===== src/rtl/downcounter_pkg.sv =====
// ----------------------------------------------------------------------------
// downcounter_pkg
// Shared definitions for the down-counting timer:
//   DEFAULT_WIDTH : default counter width in bits
//   state_t       : FSM state encoding (IDLE=0, RUN=1, PAUSE=2, DONE=3)
//   dp_op_t       : command from the FSM to the datapath for the next edge
// ----------------------------------------------------------------------------
package downcounter_pkg;

    localparam int DEFAULT_WIDTH = 8;

    typedef enum logic [1:0] {
        ST_IDLE  = 2'd0,
        ST_RUN   = 2'd1,
        ST_PAUSE = 2'd2,
        ST_DONE  = 2'd3
    } state_t;

    typedef enum logic [1:0] {
        DP_HOLD   = 2'd0,
        DP_LOAD   = 2'd1,
        DP_DEC    = 2'd2,
        DP_RELOAD = 2'd3
    } dp_op_t;

endpackage : downcounter_pkg


===== src/rtl/dc_datapath.sv =====
// ----------------------------------------------------------------------------
// dc_datapath
// Count register and reload register with the decrement/reload mux.
// The FSM in the top level decides what happens on each edge via i_op.
// Ports:
//   clk, rst_n       : clock, asynchronous active-low reset
//   i_op             : HOLD / LOAD (q and rld from i_load_val) / DEC / RELOAD
//   i_load_val       : value captured on LOAD
//   o_q, o_rld       : current count and reload value
//   o_q_is_one       : count is about to reach its terminal value
//   o_q_is_zero      : count is zero
//   o_rld_is_zero    : reload value is zero (reload not possible)
// ----------------------------------------------------------------------------
module dc_datapath
    import downcounter_pkg::*;
#(
    parameter int WIDTH = DEFAULT_WIDTH
) (
    input  logic             clk,
    input  logic             rst_n,
    input  dp_op_t           i_op,
    input  logic [WIDTH-1:0] i_load_val,
    output logic [WIDTH-1:0] o_q,
    output logic [WIDTH-1:0] o_rld,
    output logic             o_q_is_one,
    output logic             o_q_is_zero,
    output logic             o_rld_is_zero
);

    logic [WIDTH-1:0] r_q;
    logic [WIDTH-1:0] r_rld;

    // Count and reload registers. The decrement wraps modulo 2^WIDTH, but
    // the FSM never issues DEC while the count is zero.
    always_ff @(posedge clk or negedge rst_n) begin
        if (!rst_n) begin
            r_q   <= '0;
            r_rld <= '0;
        end else begin
            case (i_op)
                DP_LOAD: begin
                    r_q   <= i_load_val;
                    r_rld <= i_load_val;
                end
                DP_DEC:    r_q <= r_q - WIDTH'(1);
                DP_RELOAD: r_q <= r_rld;
                default:   r_q <= r_q;
            endcase
        end
    end

    assign o_q           = r_q;
    assign o_rld         = r_rld;
    assign o_q_is_one    = (r_q == WIDTH'(1));
    assign o_q_is_zero   = (r_q == '0);
    assign o_rld_is_zero = (r_rld == '0);

endmodule : dc_datapath


===== src/rtl/downcounter_timer.sv =====
// ----------------------------------------------------------------------------
// downcounter_timer
// Loadable down-counting timer with start/stop control, optional periodic
// auto-reload and a one-cycle terminal-count pulse.
// Ports:
//   clk, rst_n   : clock, asynchronous active-low reset
//   load         : load load_val into count and reload register (highest priority)
//   load_val     : value to load
//   start, stop  : start/resume and pause; stop wins when both are high
//   auto_reload  : periodic mode, count restarts from the reload value
//   q            : registered current count
//   tc           : registered terminal-count pulse, one cycle wide
//   busy         : high in RUN or PAUSE
//   state        : current FSM state
// ----------------------------------------------------------------------------
module downcounter_timer
    import downcounter_pkg::*;
#(
    parameter int WIDTH = DEFAULT_WIDTH
) (
    input  logic             clk,
    input  logic             rst_n,
    input  logic             load,
    input  logic [WIDTH-1:0] load_val,
    input  logic             start,
    input  logic             stop,
    input  logic             auto_reload,
    output logic [WIDTH-1:0] q,
    output logic             tc,
    output logic             busy,
    output logic [1:0]       state
);

    state_t           r_state;
    logic             r_tc;
    state_t           w_next_state;
    dp_op_t           w_op;
    logic             w_tc_next;
    logic             w_go;
    logic             w_q_is_one;
    logic             w_q_is_zero;
    logic             w_rld_is_zero;
    logic [WIDTH-1:0] w_rld;

    dc_datapath #(
        .WIDTH(WIDTH)
    ) u_datapath (
        .clk          (clk),
        .rst_n        (rst_n),
        .i_op         (w_op),
        .i_load_val   (load_val),
        .o_q          (q),
        .o_rld        (w_rld),
        .o_q_is_one   (w_q_is_one),
        .o_q_is_zero  (w_q_is_zero),
        .o_rld_is_zero(w_rld_is_zero)
    );

    // start only counts as a request when stop is not also asserted
    assign w_go = start && !stop;

    // State and terminal-count registers; reset drops any pending pulse.
    always_ff @(posedge clk or negedge rst_n) begin
        if (!rst_n) begin
            r_state <= ST_IDLE;
            r_tc    <= 1'b0;
        end else begin
            r_state <= w_next_state;
            r_tc    <= w_tc_next;
        end
    end

    // Next-state, datapath command and tc decode. In RUN with q==1, a
    // reload is only possible when rld is non-zero; otherwise the count
    // finishes in DONE exactly as in one-shot mode.
    always_comb begin
        w_next_state = r_state;
        w_op         = DP_HOLD;
        w_tc_next    = 1'b0;
        if (load) begin
            w_op         = DP_LOAD;
            w_next_state = ST_IDLE;
        end else begin
            case (r_state)
                ST_IDLE: begin
                    if (w_go && !w_q_is_zero) begin
                        w_next_state = ST_RUN;
                    end
                end
                ST_RUN: begin
                    if (stop) begin
                        w_next_state = ST_PAUSE;
                    end else if (w_q_is_one) begin
                        w_tc_next = 1'b1;
                        if (auto_reload && !w_rld_is_zero) begin
                            w_op = DP_RELOAD;
                        end else begin
                            w_op         = DP_DEC;
                            w_next_state = ST_DONE;
                        end
                    end else begin
                        w_op = DP_DEC;
                    end
                end
                ST_PAUSE: begin
                    if (w_go) begin
                        w_next_state = ST_RUN;
                    end
                end
                ST_DONE: begin
                    if (w_go && !w_rld_is_zero) begin
                        w_op         = DP_RELOAD;
                        w_next_state = ST_RUN;
                    end
                end
                default: w_next_state = ST_IDLE;
            endcase
        end
    end

    assign state = r_state;
    assign tc    = r_tc;
    assign busy  = (r_state == ST_RUN) || (r_state == ST_PAUSE);

endmodule : downcounter_timer


===== config.mk =====
export PLATFORM = sky130hd
export DESIGN_NAME = downcounter_timer
export DESIGN_NICKNAME = d
export VERILOG_FILES = /design/src/rtl/downcounter_pkg.sv /design/src/rtl/dc_datapath.sv /design/src/rtl/downcounter_timer.sv
export SDC_FILE = /design/constraint.sdc
export NUM_CORES = 1
export LEC_CHECK = 0
export CAP_MARGIN = 15
export CELL_PAD_IN_SITES_DETAIL_PLACEMENT = 2
export CELL_PAD_IN_SITES_GLOBAL_PLACEMENT = 2
export CORE_ASPECT_RATIO = 0.7
export CORE_MARGIN = 10
export CORE_UTILIZATION = 32
export CTS_BUF_LIST = sky130_fd_sc_hd__clkbuf_8
export DETAILED_ROUTE_END_ITERATION = 6
export PLACE_DENSITY = 0.8
export SETUP_SLACK_MARGIN = 0.5
export SLEW_MARGIN = 5
export SYNTH_ARGS = -nofsm -noshare
export SYNTH_HDL_FRONTEND = slang
export SYNTH_SLANG_ARGS = --single-unit

===== constraint.sdc =====
create_clock -name clk -period 2.68 [get_ports clk]
set_clock_uncertainty 0.2 [all_clocks]
set_input_delay 0.536 -clock clk [delete_from_list [all_inputs] [get_ports clk]]
set_output_delay 0.536 -clock clk [all_outputs]
set_load 0.02 [all_outputs]

==> metrics <==
first-pass GRT wire length=around 7400 µm; worst hold path stage count=2; asr flop ratio synth=100.0%; status=completed; port bufs=25; FP Rows=18; PwrDens=599.4 nW/µm²; Synth top cells by count=dfrtp_1 (19), a21oi_1 (11), inv_1 (11); Hold EP=u_datapath.o_q[7]; share of cells above drive strength 1=30.86%; CTS Sinks=19; CP endpoint kind=flop; Initial DRC Count=98; sw power=~0.42 mW; Min-Delay Startpoint=u_datapath.o_rld[7]; GRT Total Usage=between 10 and 15%; CP max-delay cell=clkdlybuf4s50_1; CTS buffer count=3; CP Buf/Inv Count=3; initial antenna violation count=0; Clock Power Share=20.7%; Crit path top cell by count=buf_4; cell with the most instances after synthesis=dfrtp_1; Worst-Margin Slew=0.4331 ns; YS warnings=0; Initial DRT Pass Iterations=4; Mapped Area=between 1000 and 1500 µm²; Nets=between 150 and 200; Static Leak=about 0.73 nW; classification of the worst setup path=in -> reg; worst skew pair latency=0.27 ns; #FFs+latches synth=19; GRT overflow=0; syn nets=142; share of power burned in registers=36.8%; Final Max Slew Viols=0; cells after synthesis=121; crit-path cells=clkdlybuf4s50_1 -> and2b_2 -> nand2b_4 -> buf_4 -> a211oi_4 -> buf_4 -> a221oi_2 -> o21ai_1; Bufs on Longest Clock Path=2; final-report hold violation count=0; max frequency=437.2 MHz; Internal=0.6300 mW; Via density=5.642; Mapped Avg Cell Area=~10 µm²; post-route core utilization=around half; crit share post-route=85.34%; antenna cells=0; RSZ-0062 raised after global routing=yes; worst-path maximum fanout=6; post-synth top area share=about two fifths; Startpoint Class=input pin; worst r2r dst=u_datapath.o_q[1]; post-DP HPWL=3415 µm; Post-synth top flop=dfrtp_1; CP arrival=between 2 and 2.5 ns; Switching Fraction=40.01%; Residual DRC=0; antenna-violating nets left=0; Clock Pin Slew Worst Setup and Hold Paths=0.08 ns; launching point of the worst reg2reg path=u_datapath.o_rld[0]; Hold Buf Count CTS=0; FF-to-FF path depth=5; register area share after synthesis=roughly two fifths; R2R setup slack=0.43 ns; Avg WL per Cell=23.40 µm; Die Ht=71.82 µm; Post-synth EDFFs=0; Worst Path Required=2.63 ns; Ports=26; Sum Neg Setup Slack=0 ns; Synth area leaders=dfrtp_1 (39%), ha_1 (7.1%), mux2_2 (6.4%); Unique masters post-synth=41; Die X=94.03 µm; clock root cell=clkbuf_8; Routability Congestion=around 0.86; VDD IR-drop max=347.4 µV; Slew HR=70.72%; CP delay by family, top=buffers and inverters; final setup violating endpoints=0; max_cap viols=0; vias in the first global route=between 1,000 and 1,500; min-delay worst type=reg -> reg; Core ar.=3603 µm²; DRT Wirelength=just under 5000 µm; DIE AREA=6752 µm²; pin count of the biggest net entering global routing=23; Crit path largest cell delay=0.58 ns; Synth area leader=dfrtp_1; CTS tree=built; Final Critical Period=2.287 ns; Initial Utilization=34.06%; # H-tree levels=1; area grow syn2layout=42.71%; Comb power frac=42.6%; Vias=1,196
-- how the worst max path moves through the flow --
stage                                   start           endpoint  slack, ns  cells past startpoint
after global routing      u_datapath.o_rld[0]  u_datapath.o_q[5]       0.37                      6
after global placement                   stop  u_datapath.o_q[2]       0.21                      7
after CTS                                stop  u_datapath.o_q[4]       0.50                      8
final                                    stop  u_datapath.o_q[4]       0.39                      8
after detailed placement                 stop  u_datapath.o_q[6]       0.09                      7
after floorplan           u_datapath.o_rld[7]  u_datapath.o_q[6]       0.59                      5
-- kinds of logic (layout without fill, tap and decap cells) --
kind of cell             count (synthesis)  in the layout  share of synthesized area (%)
AO/OA/AOI/OAI                           41             41                          26.00
multiplexers                             7              7                          6.422
flip-flops                              19             19                          38.74
adder cells (fa/ha/maj)                  7              7                          7.135
AND/OR/NAND/NOR                         33             33                          16.21
buffers and inverters                   14             55                          5.504
-- cell type report --
type                            count  area, µm²
Tap cell                           50      62.56
Sequential cell                    19      476.7
Multi-Input combinational cell     88      758.2
Fill cell                         371       1852
Clock inverter                      1      7.507
Inverter                           11      41.29
Timing Repair Buffer               40      364.1
Clock buffer                        3      41.29
-- sequential cells by signal, summed over array words and instances, names as in the netlist --
signal            flops
u_datapath.o_rld      8
state                 2
u_datapath.o_q        8
tc                    1
-- through the flow --
step / cells / setup slack [ns] / area (µm²) / hold slack (ns) / power (mW)
3_3_place_gp: 198 / 0.2146 / 1559 / 0.3131 / 0.7557
6_report: 212 / 0.3929 / 1752 / 0.3398 / 1.050
3_5_place_dp: 198 / 0.09272 / 1559 / 0.3299 / 0.7795
4_1_cts: 209 / 0.4987 / 1700 / 0.3476 / 1.006
2_1_floorplan: 121 / 0.5929 / 1235 / 0.04041 / 0.5984
5_1_grt: 212 / 0.3703 / 1752 / 0.3831 / 1.106
-- per-layer routing --
layer / track usage (%) / part of all wire, %
met5: 0 / 0
met2: 22.26 / 47
met4: 2.353 / 1.1
met3: 3.850 / 4.3
met1: 18.44 / 48
-- power by group through the flow --
stage               Combinational, mW  Sequential (mW)  Clock (mW)
CTS                             0.409            0.380       0.218
global route                    0.478            0.391       0.237
finish                          0.447            0.386       0.217
global placement                0.376            0.380           0
floorplan                       0.198            0.401           0
detailed placement              0.394            0.386           0
-- placed cells by master, fill, tap and decap left out, types with 2 or more instances in the layout --
cell type,n
clkdlybuf4s50_1,23
dfrtp_1,18
buf_4,15
inv_1,11
a21oi_1,10
mux2_2,7
ha_1,7
nand3_1,6
nor2_1,5
nor3_1,4
nand2_1,4
a22oi_2,4
a22oi_1,3
o211ai_2,3
clkbuf_8,3
or4_4,2
o21a_4,2
-- worst min-delay path: cells and delay by family, from the launching register on --
kind | cells | cell delay, ns
flops | 1 | 0.37
compound gates | 2 | 0.13
-- timing repair --
item                       4_1_cts  5_1_grt
setup buffers                    7        3
pin swaps                        5        2
resized for setup               10        7
setup endpoints to repair        8       10
No activity file was read; power rests on OpenSTA's default activity.
